$ cat src/rtl/tri_bus_ctrl.sv
// tri_bus_ctrl: half-duplex bus controller that drives tri_buffer a/en, paces writes with turnaround, and captures reads after settle.
module tri_bus_ctrl #(
  parameter int WIDTH      = 8,
  parameter int DRIVE_CYC  = 2,
  parameter int TURN_CYC   = 1,
  parameter int SETTLE_CYC = 2
) (
  input  logic             clk,
  input  logic             rst,
  input  logic             tx_valid,
  input  logic [WIDTH-1:0] tx_data,
  output logic             tx_ready,
  input  logic             rx_req,
  output logic             rx_valid,
  output logic [WIDTH-1:0] rx_data,
  input  logic [WIDTH-1:0] bus_in,
  output logic [WIDTH-1:0] bus_out,
  output logic             bus_oe,
  output logic             busy
);
  typedef enum logic [1:0] {IDLE, DRIVE, TURN, SAMPLE} state_t;
  state_t           state_q;
  logic [7:0]       cnt_q;
  logic             bus_oe_q, rx_valid_q;
  logic [WIDTH-1:0] bus_out_q, rx_data_q;
  always_ff @(posedge clk) begin
    if (rst) begin
      state_q    <= IDLE;
      cnt_q      <= '0;
      bus_oe_q   <= 1'b0;
      bus_out_q  <= '0;
      rx_valid_q <= 1'b0;
      rx_data_q  <= '0;
    end else begin
      rx_valid_q <= 1'b0;
      case (state_q)
        IDLE:
          if (tx_valid) begin
            state_q   <= DRIVE;
            cnt_q     <= 8'(DRIVE_CYC - 1);
            bus_oe_q  <= 1'b1;
            bus_out_q <= tx_data;
          end else if (rx_req) begin
            state_q <= SAMPLE;
            cnt_q   <= 8'(SETTLE_CYC - 1);
          end
        DRIVE:
          if (cnt_q == 8'd0) begin
            state_q   <= (TURN_CYC == 0) ? IDLE : TURN;
            cnt_q     <= 8'((TURN_CYC == 0) ? 0 : TURN_CYC - 1);
            bus_oe_q  <= 1'b0;
            bus_out_q <= '0;
          end else cnt_q <= cnt_q - 8'd1;
        TURN:
          if (cnt_q == 8'd0) state_q <= IDLE;
          else cnt_q <= cnt_q - 8'd1;
        SAMPLE:
          if (cnt_q == 8'd0) begin
            state_q    <= IDLE;
            rx_data_q  <= bus_in;
            rx_valid_q <= 1'b1;
          end else cnt_q <= cnt_q - 8'd1;
        default: state_q <= IDLE;
      endcase
    end
  end
  assign tx_ready = (state_q == IDLE) && !rst;
  assign busy     = state_q != IDLE;
  assign bus_oe   = bus_oe_q;
  assign bus_out  = bus_out_q;
  assign rx_valid = rx_valid_q;
  assign rx_data  = rx_data_q;
endmodule
$ cat config.mk
export PLATFORM = sky130hd
export DESIGN_NAME = tri_bus_ctrl
export DESIGN_NICKNAME = d
export VERILOG_FILES = /design/src/rtl/tri_bus_ctrl.sv
export SDC_FILE = /design/constraint.sdc
export NUM_CORES = 1
export LEC_CHECK = 0
export CAP_MARGIN = 20
export CORE_MARGIN = 5
export CORE_UTILIZATION = 41
export CTS_CLUSTER_DIAMETER = 100
export DETAILED_ROUTE_END_ITERATION = 10
export PLACE_DENSITY = 0.84
export SLEW_MARGIN = 20
export SYNTH_ARGS = -nofsm -noshare
export SYNTH_HDL_FRONTEND = slang
export SYNTH_SLANG_ARGS = --single-unit
$ cat constraint.sdc
create_clock -name clk -period 1.6 [get_ports clk]
set_input_delay 0.16 -clock clk [delete_from_list [all_inputs] [get_ports clk]]
set_output_delay 0.16 -clock clk [all_outputs]
set_load 0.01 [all_outputs]
==> impl_results.md <==
- Status: complete, but fails checks
- Violated checks: setup timing
- # IOs: 40
- Post-synth ARST share: 0
- Die height: 65.22 um
- Total of max-cap violations: 0
- Slew @ Worst Pin: 0.3600 ns
- Final WL: 3.464 mm
- Area Overhead vs Synth: 54.65%
- Port Buffer Count: 39
- Clk pin slew, worst setup/hold paths: 0.15 ns
- Flip-flop and latch area: 565.5 um^2
- Final setup viols: 2
- Syn avg cell area: 8.333 um^2
- Cell taking the most area after synthesis: dfxtp_1
- Vias: 1323
- First-pass GRT wire length: 5.754 mm
- Yosys warns: 0
- Main flop type after synthesis: dfxtp_1
- Via count of the first global-routing pass: 1287
- Commonest non-fill, non-tap cell in the layout: clkdlybuf4s50_1
- Via-to-Cell Ratio: 5.422
- Final min period: 1.655 ns
- Post-Syn Instances: 150
- Area share of the largest cell type after synthesis: 0.4484
- RSZ-0062 raised after global routing: yes
- DIE AREA: 4253 um^2
- Worst-skew pair later-pin latency: 0.33 ns
- Post-DP HPWL: 2.448 mm
- Detailed Routing Iterations Pass 1: 4
- DRT antenna net count: 0
- Starting Density: 0.4197
- Max Freq: 0.6043 GHz
- Max_slew headroom: 0.7538
- Crit path launch type: register
- Number of fill cells in the layout: 252
- Tcrit/Tclk final: 1.034
- Pwr/cell area: 1963 nW/um^2
- Final Net Count: 234
- Crit-path max FO: 4
- Num CTS Buffers: 3
- Post-Layout Cell Count: 244
- Total grt overflow: 0
- Synth top area cells: dfxtp_1, a21oi_1, nand2_1
- Slew Viols, Final: 0
- Htree depth: 1
- Fin worst setup slack: -0.05483 ns
- FF+latch count, synth: 28
- Finished Core Util: 0.6492
- Worst vdd ir: 1.014 mV
- Share of post-route cells with drive strength above 1: 0.2227
- Synth Cell Area: 1250 um^2
- Most frequent cells in the layout: clkdlybuf4s50_1, nand2_1, buf_4
- Worst EP required: 1.86 ns
- Sequential element share of the synthesized area: 0.4484
- Dpl ws: -0.06382 ns
- CTS root buf: clkbuf_4
- Initial antenna violation count: 0
- CTS max path bufs: 2
- Clock skew: 0.008715 ns
- Worst setup EP type: register
- Antenna fix cells: 0
- WL/cell: 14.20 um
- WS Path Type: register to register
- P_leak: 0.7414 nW
- Post-synth cell types: 38
- Placed cell count: 234
- Flop-to-flop setup slack: -0.05 ns
- # rows: 20
- Pin count of the biggest net entering global routing: 20
- EDFF count, synth: 0
- Clock sinks: 28
- Mapped Nets: 172
- CTS hold repair buffers: 0
- Residual DRC: 0
- Clock tree from TritonCTS: built
- Tot GR Track Use: 0.1680
- Die width: 65.22 um
- Final Instance Area: 1933 um^2
- Core ar.: 2978 um^2
- Multi-input logic area: 664.4 um^2
- Routability Congestion: 0.8096
- Initial DRC Count: 57
- Area after DPL: 1813 um^2
- Worst Hold Class: primary input to register
- Final hold vios: 0
- Crit path arrival time: 1.92 ns
state kept, by name, summed over array words and instances (netlist names):
register,count
bus_out,8
cnt_q,8
rx_data,8
state_q,2
bus_oe,1
rx_valid,1
power breakdown:
group	switching, W	internal (W)	total (W)
logic	0.00112	0.00115	0.00226
clock network	0.000207	0.000254	0.000460
registers	0.000180	0.000893	0.00107
critical path, stage by stage (launching register included):
cell      delay, ns
dfxtp_2        0.36
inv_2          0.05
ha_4           0.15
nor4b_4        0.12
buf_4          0.15
a211oi_2       0.21
buf_4          0.17
or2b_1         0.23
a31oi_1        0.16
metal layers:
layer,GRT usage,up-vias,routed length [um]
met4,0.07772,0,90
met3,0.02564,14,241
met2,0.3085,59,1739
met5,0,-,0
li1,-,650,-
met1,0.1884,600,1394
cell type report:
type | instances | area share
multi-input combinational | 107 | 0.3437
timing repair buffer | 65 | 0.3016
sequential | 28 | 0.2926
tap | 33 | 0.02136
clock inverter | 1 | 0.01553
inverter | 7 | 0.01359
clock buffer | 3 | 0.01165
cells by family (layout without fill, tap and decap cells):
| group | after synthesis | after routing | share of synthesized area |
|---|---|---|---|
| AO/OA/AOI/OAI | 51 | 51 | 0.2432 |
| AND/OR/NAND/NOR | 51 | 51 | 0.2182 |
| flip-flops | 28 | 28 | 0.4485 |
| buffers and inverters | 15 | 76 | 0.04804 |
| adder cells (fa/ha/maj) | 2 | 2 | 0.02002 |
| XOR/XNOR | 2 | 2 | 0.01402 |
| multiplexers | 1 | 1 | 0.008008 |
stage by stage:
stage | power, W | hold slack [ns] | setup TNS [ns]
floorplan | 0.002148 | 0.2960 | -0.02366
global placement | 0.002908 | 0.4390 | -0.1267
detailed placement | 0.002978 | 0.4451 | -0.3444
CTS | 0.003657 | 0.3504 | -0.07803
global route | 0.004038 | 0.3468 | -0.3858
finish | 0.003794 | 0.3542 | -0.08842
synth_stat cells, types with 2 or more instances:
cell type / count
ha_1: 2
clkbuf_1: 4
buf_2: 3
a21oi_1: 24
a211oi_1: 2
and4_1: 2
nor2_1: 5
a22o_2: 2
o21ai_0: 12
nand2_1: 27
a31oi_1: 4
dfxtp_1: 28
nor4_1: 2
nor3_1: 2
nor2b_1: 2
inv_1: 7
path summary, 6_finish.rpt:
kind | from | to | cells after the start
worst max-delay path | cnt_q[0]$_SDFFE_PP0P_ | cnt_q[2]$_SDFFE_PP0P_ | 8
worst min-delay path | tx_data[0] | bus_out[0]$_SDFFE_PP0P_ | 3
worst max register to register | cnt_q[0]$_SDFFE_PP0P_ | cnt_q[2]$_SDFFE_PP0P_ | 8
worst min register to register | rx_data[1]$_SDFFE_PP0P_ | rx_data[1]$_SDFFE_PP0P_ | 2
timing repair:
item | CTS | global route
setup endpoints to repair | 13 | 26
gates resized for setup | 12 | 4
pin swaps | 3 | 3
setup buffers | 7 | 1
Note: power is estimated with default switching activity, not from simulation.
